[src/rtl/if_stage.sv]
// Instruction-fetch stage: one outstanding fetch on req/addr_ok/data_ok, valid/allowin to decode,
// delay-slot-aware redirects. Define IF_ADDR_ERR_EN to trap misaligned fetches via IF_AdEL.
module if_stage #(
   parameter logic [31:0] RESET_PC = 32'hBFC00000
) (
   input  logic        clk,
   input  logic        resetn,
   input  logic        ID_allowin,
   input  logic        ID_PCSrc,
   input  logic [31:0] ID_PCBranch,
   output logic        IF_to_ID_valid,
   output logic [31:0] PC,
   output logic [31:0] next_PC,
   output logic [31:0] ins_reg,
`ifdef IF_ADDR_ERR_EN
   output logic        IF_AdEL,
`endif
   output logic        inst_req,
   output logic [31:0] inst_addr,
   input  logic        inst_addr_ok,
   input  logic        inst_data_ok,
   input  logic [31:0] inst_rdata
);
   localparam int unsigned AW = 32;

   typedef enum logic [1:0] {S_IDLE, S_REQ, S_WAIT, S_HOLD} state_t;

   state_t        state;
   logic [AW-1:0] fetch_pc;
   logic [AW-1:0] req_pc;
   logic [AW-1:0] br_target;
   logic          br_pending;
   logic          redirect;
   logic [AW-1:0] hold_next_pc;
   logic          fetch_ok;
   logic          hold_next_ok;

   assign redirect = ID_PCSrc && ID_allowin;

   // Fetch address used when the held instruction leaves; a same-cycle redirect wins over a deferred one.
   assign hold_next_pc = redirect ? ID_PCBranch : (br_pending ? br_target : fetch_pc);

`ifdef IF_ADDR_ERR_EN
   assign fetch_ok     = (fetch_pc[1:0] == 2'b00);
   assign hold_next_ok = (hold_next_pc[1:0] == 2'b00);
   assign inst_addr    = fetch_pc;
`else
   assign fetch_ok     = 1'b1;
   assign hold_next_ok = 1'b1;
   assign inst_addr    = {fetch_pc[AW-1:2], 2'b00};
`endif

   always_ff @(posedge clk or negedge resetn) begin
      if (!resetn) begin
         state          <= S_IDLE;
         fetch_pc       <= RESET_PC;
         req_pc         <= '0;
         br_pending     <= 1'b0;
         br_target      <= '0;
         IF_to_ID_valid <= 1'b0;
         PC             <= '0;
         next_PC        <= '0;
         ins_reg        <= '0;
         inst_req       <= 1'b0;
`ifdef IF_ADDR_ERR_EN
         IF_AdEL        <= 1'b0;
`endif
      end else begin
         // Branch leaves decode while its delay slot is still being fetched: remember the target.
         if (redirect && (state == S_REQ || state == S_WAIT)) begin
            br_pending <= 1'b1;
            br_target  <= ID_PCBranch;
         end

         case (state)
            S_IDLE: begin
               state    <= S_REQ;
               inst_req <= fetch_ok;
            end

            S_REQ: begin
`ifdef IF_ADDR_ERR_EN
               if (!fetch_ok) begin
                  state          <= S_HOLD;
                  IF_to_ID_valid <= 1'b1;
                  PC             <= fetch_pc;
                  next_PC        <= fetch_pc + AW'(4);
                  ins_reg        <= '0;
                  IF_AdEL        <= 1'b1;
               end else
`endif
               if (inst_addr_ok) begin
                  state    <= S_WAIT;
                  inst_req <= 1'b0;
                  req_pc   <= fetch_pc;
               end
            end

            S_WAIT: begin
               if (inst_data_ok) begin
                  state          <= S_HOLD;
                  IF_to_ID_valid <= 1'b1;
                  ins_reg        <= inst_rdata;
                  PC             <= req_pc;
                  next_PC        <= req_pc + AW'(4);
                  fetch_pc       <= req_pc + AW'(4);
               end
            end

            S_HOLD: begin
               if (ID_allowin) begin
                  state          <= S_REQ;
                  IF_to_ID_valid <= 1'b0;
                  fetch_pc       <= hold_next_pc;
                  br_pending     <= 1'b0;
                  inst_req       <= hold_next_ok;
`ifdef IF_ADDR_ERR_EN
                  IF_AdEL        <= 1'b0;
`endif
               end
            end

            default: state <= S_IDLE;
         endcase
      end
   end

endmodule

[config.mk]
export PLATFORM = sky130hd
export DESIGN_NAME = if_stage
export DESIGN_NICKNAME = d
export VERILOG_FILES = /design/src/rtl/if_stage.sv
export SDC_FILE = /design/constraint.sdc
export NUM_CORES = 1
export LEC_CHECK = 0
export ABC_AREA = 1
export CAP_MARGIN = 30
export CORE_MARGIN = 3
export CORE_UTILIZATION = 50
export DETAILED_ROUTE_END_ITERATION = 6
export PLACE_DENSITY = 0.79
export SLEW_MARGIN = 20
export SYNTH_ARGS = -nofsm -noshare
export SYNTH_HDL_FRONTEND = slang
export SYNTH_SLANG_ARGS = --single-unit
[constraint.sdc]
create_clock -name clk -period 2 [get_ports clk]
set_input_delay 0.4 -clock clk [delete_from_list [all_inputs] [get_ports clk]]
set_output_delay 0.4 -clock clk [all_outputs]
set_load 0.05 [all_outputs]
==> results of run 1 <==
-- synthesized netlist by cell type --
cell type  number  area [µm²]
inv_2           5        18.8
a31oi_1         7        43.8
o211ai_4        1        21.3
nand2_4         2        22.5
inv_1          89         334
nand3b_1        1        7.51
xor2_1         14         123
buf_2          20         100
dfstp_2         9         236
a21oi_1        58         290
dfrtp_1       186        4650
nand2_1       343        1290
clkbuf_1       26        97.6
buf_4          37         278
nor2_2          9        56.3
a22oi_1         4        30.0
xor2_2          1        16.3
nor2_1         82         308
nor2_4          4        45.0
nand3_2         4        40.0
o21ai_0       130         651
and2_1          2        12.5
ha_1            5        62.6
conb_1          1        3.75
o211ai_1        2        15.0
clkbuf_2        1        5.00
o21ai_1         9        45.0
mux2_2          2        22.5
a21oi_2         4        35.0
clkbuf_4        1        7.51
o22ai_1         2        12.5
nand2_2         8        50.1
nand3_1        25         125
nor2_8          2        40.0
-- metal layers --
layer	share of wire [%]	track usage (%)	vias to the layer above
met3	8.0	4.65	31
li1	-	-	3753
met4	1.6	6.58	0
met5	0	0	-
met2	44	37.2	344
met1	46	36.9	3558
-- power groups by stage --
| stage | clock [µW] | combinational (µW) | sequential (µW) |
|---|---|---|---|
| after global routing | 3580 | 12600 | 7350 |
| after detailed placement | 0 | 11900 | 7190 |
| final | 3350 | 11600 | 7120 |
| after floorplan | 0 | 5390 | 9900 |
| after global placement | 0 | 11700 | 7140 |
| after CTS | 3410 | 11700 | 7120 |
-- per-stage QoR --
stage | area, µm² | setup WS, ps | hold WS, ps | cells
floorplan | 9100 | 437 | 104 | 1097
global placement | 11100 | 122 | 375 | 1460
detailed placement | 11100 | 60.6 | 378 | 1460
CTS | 11600 | 1.05 | 474 | 1492
global route | 11700 | 34.7 | 489 | 1492
finish | 11700 | 191 | 471 | 1492
-- cells by family after synthesis --
logic type | Yosys count | share of synthesized area (%)
adders and majority gates | 5 | 0.688
buffers and inverters | 179 | 9.24
DFF | 195 | 53.8
xor gates and xnor gates | 15 | 1.53
AOI/OAI and AO/OA | 217 | 12.6
other | 1 | 0.0412
and+or+nand+nor | 482 | 21.9
muxes | 2 | 0.248
-- final timing paths --
check,depth (start not counted),start,end
worst min register to register,2,ins_reg[2],ins_reg[2]
worst max register to register,9,state[1],fetch_pc[18]
min in group clk,2,ins_reg[2],ins_reg[2]
worst max-delay path,1,PC[0],next_PC[0]
max in group asynchronous,3,resetn,fetch_pc[24]
worst min-delay path,2,resetn,ins_reg[14]
-- cells in the final DEF (no fill, tap or decap), drive strengths merged --
| master | n |
|---|---|
| nand3b | 1 |
| dlymetal6s2s | 31 |
| buf | 74 |
| clkbuf | 24 |
| and2 | 2 |
| ha | 5 |
| dfstp | 9 |
| a21oi | 62 |
| clkinvlp | 2 |
| a22oi | 4 |
| dfrtp | 186 |
| nand2 | 353 |
| inv | 94 |
| clkdlybuf4s50 | 68 |
| dlygate4sd3 | 1 |
| o211ai | 3 |
| nor2 | 97 |
| clkinv | 4 |
| conb | 2 |
| o22ai | 2 |
| mux2 | 2 |
| nand3 | 29 |
| bufinv | 2 |
| xor2 | 15 |
| dlygate4sd2 | 49 |
| a31oi | 7 |
| o21ai | 139 |
-- what timing repair did --
item                                   in CTS  in global routing
gates cloned                                0                  0
endpoints found under the hold margin      42                  0
hold buffers                                1                  0
setup endpoints to repair                  49                 33
resized for setup                          49                 32
-- layout make-up --
cell class,count,share of cell area (%)
timing repair buffer,224,18.8
inverter,94,3.02
tap,225,2.41
clock buffer,23,4.09
sequential,195,41.8
multi-input combinational,723,28.9
clock inverter,8,0.878
==> metrics.txt, run 1 <==
Slew Limit Fails=0; CP max FO=3; Worst path top cell family by delay=buffers and inverters; buffers added on ports=197; multi-input logic area=0.00338 mm²; Core Area=0.0175 mm²; DPL Wire Length=18200 µm; status=finished clean; largest stage delay on the critical path=550 ps; syn_area_per_cell=8.30 µm²; Worst Hold Class=input pin to async pin; CP arrival=1410 ps; Storage cell area=0.00489 mm²; DIE HEIGHT=141 µm; switching pwr=10900 µW; YS warnings=0; root buf cell=clkbuf_16; Gate power share=52.6%; Post-DRT Antenna Nets=0; Leak=0.00626 µW; die area=0.0199 mm²; clk buf depth=2; Critical Path End Type=output pin; Row Count=48; layout cells sized above 1=12.4%; # setup viols final=0; internal reg-to-reg setup slack=250 ps; Tot Pwr=22100 µW; CTS Buf Count=17; Post-Route Skew=9.38 ps; fraction of the yosys area taken by sequential cells=53.8%; largest net degree at the start of global routing=65; min cycle time layout=1810 ps; cell chain of the critical path=dlygate4sd2_1; Max Clk Rate=0.553 GHz; share of power burned in registers=32.2%; RSZ-0062 raised after global routing=false; TritonRoute pass-1 iters=6; Net count, final=1330; Post-Syn Area=0.00910 mm²; starting density of the core=51.9%; Post-Synthesis Cells=1096; relative slew slack=64.6%; DRT Wirelength=24100 µm; sum of negative setup slack=0 ps; DRT iter0 DRCs=658; Filler cells=1461; period utilization=90.4%; Post CTS Setup Buffer Count=0; total grt overflow=0; Pwr per Cell Area=1890 mW/mm²; post-synthesis cell type count=34; Worst VDD drop=1.09 mV; global-route wire length before repair=38800 µm; initial antenna violation count=0; diode count=0; chip width=141 µm; htree depth=4; Critical Path RT=1600 ps; TritonCTS clock tree=built; Final Hold Viols=0; Worst path slowest cell=dlygate4sd2_1; internal power=11200 µW; Max Cap Violations=0; via/cell ratio=5.15; wire per inst=16.2 µm; clk sinks=195; # DRC=0; synth-to-layout area growth=28.5%; worst path buffer plus inverter count=1; Vias=7686; vias in the first global route=7249; Startpoint Class=flop; Boundary Pins=200; Core Util, Final=66.7%; clock share of power=15.2%; Slew @ Worst Pin=533 ps; switching share of power=49.4%; Crit Path Category=flop to output pin; latest clock arrival within the worst-skew pair=430 ps; FF+latch count, synth=195; Total GRT Usage=24.7%; Clock Pin Slew Worst Setup and Hold Paths=70 ps; gpl congestion=0.900
Note: power is estimated with default switching activity, not from simulation.
==> inputs of run 2 (changes only) <==
Settings changed: CELL_PAD_IN_SITES_DETAIL_PLACEMENT set to 1, CELL_PAD_IN_SITES_GLOBAL_PLACEMENT set to 2, CORE_UTILIZATION 50 to 27, PLACE_DENSITY 0.79 to unset, PLACE_DENSITY_LB_ADDON set to 0.1.
Clock period 2 ns to 1.5 ns, I/O delays scaled along.
==> run 2 against run 1 <==
Against the previous run: the flow now finishes with violations (negative setup slack); hold slack got worse by 95 ps; non-clock buffer count increased by 153; wire length increased by 43%; flip-flop and latch count unchanged; combinational power increased by 120%.
==> metrics.txt, run 2 (synthesis results as in run 1) <==
status=finished with violations; htree depth=4 (unchanged); Critical Path RT=1880 ps (+280 ps); Row Count=66 (+38%); chip width=190 µm (+35%); failing checks=negative setup slack; Startpoint Class=flop; DRT Wirelength=34400 µm (+43%); Boundary Pins=200 (unchanged); internal power=22300 µW (+99%); Post-Place Cells=1760 (+21%); Max Cap Violations=0 (unchanged); most common cell after layout, fill and taps aside=nand2_1; gpl congestion=0.783 (-13%); diode count=0 (unchanged); synth-to-layout area growth=82.3%; most frequent cells in the layout=nand2_1 (238), dfrtp_1 (176), buf_12 (153); total grt overflow=0 (unchanged); relative slew slack=61.0% (-3.6 points); # setup viols final=83 (+83); initial antenna violation count=0 (unchanged); Net count, final=1483 (+12%); via/cell ratio=4.41 (-14%); Design Area, Final=0.0166 mm² (+42%); Slew @ Worst Pin=584 ps (+50.4 ps); Placed Area=0.0135 mm² (+22%); # DRC=0 (unchanged); Tot Pwr=41000 µW (+86%); Critical Path End Type=flop; DPL Wire Length=23200 µm (+27%); Leak=0.00762 µW (+22%); DRT iter0 DRCs=313 (-52%); starting density of the core=27.7% (-24 points); Worst VDD drop=1.00 mV (-8.3%); Final Hold Viols=0 (unchanged); Filler cells=3604 (+150%); largest net degree at the start of global routing=65 (unchanged); share of power burned in registers=26.0% (-6.2 points); Worst path top cell family by delay=simple AND/OR/NAND/NOR gates; Storage cell area=0.00490 mm² (+0.26%); die area=0.0359 mm² (+81%); Non-Filler Instances=1863 (+25%); Clock Pin Slew Worst Setup and Hold Paths=80 ps (about the same); Gate power share=62.6% (+10 points); min cycle time layout=1680 ps; Worst path slowest cell=dfrtp_1; CP arrival=2060 ps (+650 ps); CTS Buf Count=17 (unchanged); global-route wire length before repair=49600 µm (+28%); Total GRT Usage=17.7% (-7.0 points); RSZ-0062 raised after global routing=true; root buf cell=clkbuf_16; setup ws final=-177 ps (-368 ps); Vias=8216 (+6.9%); Slew Limit Fails=0 (unchanged); clk sinks=195 (unchanged); internal reg-to-reg setup slack=-180 ps (-430 ps); Pwr per Cell Area=2470 mW/mm² (+31%); worst path buffer plus inverter count=2 (+1); largest stage delay on the critical path=420 ps (-130 ps); wire per inst=18.5 µm (+14%); multi-input logic area=0.00467 mm² (+38%); Post-DRT Antenna Nets=0 (unchanged); period utilization=112%; Hold WS=376 ps (-95.3 ps); latest clock arrival within the worst-skew pair=450 ps (+20 ps); TritonRoute pass-1 iters=4 (-2); Max Clk Rate=0.596 GHz; clock share of power=11.4% (-3.8 points); clk buf depth=2 (unchanged); switching pwr=18700 µW (+72%); Crit Path Category=flop to flop; buffers added on ports=197 (unchanged); TritonCTS clock tree=built; Post-Route Skew=11.2 ps (+1.79 ps); vias in the first global route=8396 (+16%); cell chain of the critical path=ha_4 > nand2_4 > nor2_4 > buf_6 > nand2_8 > nor2_8 > buf_12 > nand3_4 > nand2_2 > nand2_1 > a21oi_2; switching share of power=45.7% (-3.7 points); layout cells sized above 1=45.7% (+33 points); Core Area=0.0329 mm² (+87%); CP max FO=4 (+1); Worst Hold Class=input pin to async pin; DIE HEIGHT=190 µm (+35%)
-- run 2: repair_timing --
item                       CTS  global route
setup endpoints to repair  109           168
buffers inserted            19            30
gates resized for setup    119           351
pin swaps                   23            55
hold endpoints to repair    24             0
cloned                       6            19
hold buffers                 1             0
-- run 2: layer usage --
layer  global-route usage [%]  wire length [µm]  vias to the layer above
met5                        0                 0                        -
met4                     3.53               294                        0
met3                     3.43              1300                       15
met2                     27.1             16300                      170
met1                     26.1             16500                     3971
li1                         -                 -                     4060
-- run 2: power groups by stage --
stage               registers, µW  clock network (µW)  logic (µW)
finish                      10700                4680       25700
global placement            10400                   0       20600
floorplan                   13200                   0        7310
CTS                         10400                4830       22300
global route                11000                5050       27300
detailed placement          10500                   0       20900
-- run 2: path summary, 6_finish.rpt --
check,to,cells past startpoint,from
worst max-delay path,fetch_pc[28],11,req_pc[3]
worst min-delay path,ins_reg[0],2,resetn
worst max register to register,fetch_pc[28],11,req_pc[3]
worst min register to register,br_target[17],2,br_target[17]
max in group asynchronous,fetch_pc[25],3,resetn
min in group clk,ins_reg[18],3,inst_rdata[18]
-- run 2: cell type report --
class | instances | share of cell area (%)
Clock buffer | 18 | 2.65
Clock inverter | 14 | 0.890
Inverter | 94 | 2.31
Multi-Input combinational cell | 723 | 28.2
Sequential cell | 195 | 29.6
Tap cell | 442 | 3.33
Timing Repair Buffer | 377 | 33.1
-- run 2: through the flow --
step                setup WS, ps  setup TNS [ps]  util [%]
global placement            -347          -28620      41.0
CTS                         -151           -4150      45.0
floorplan                  -38.7            -939         -
finish                      -177           -7710      50.5
detailed placement          -372          -29280      41.0
global route                -275          -15480      50.5
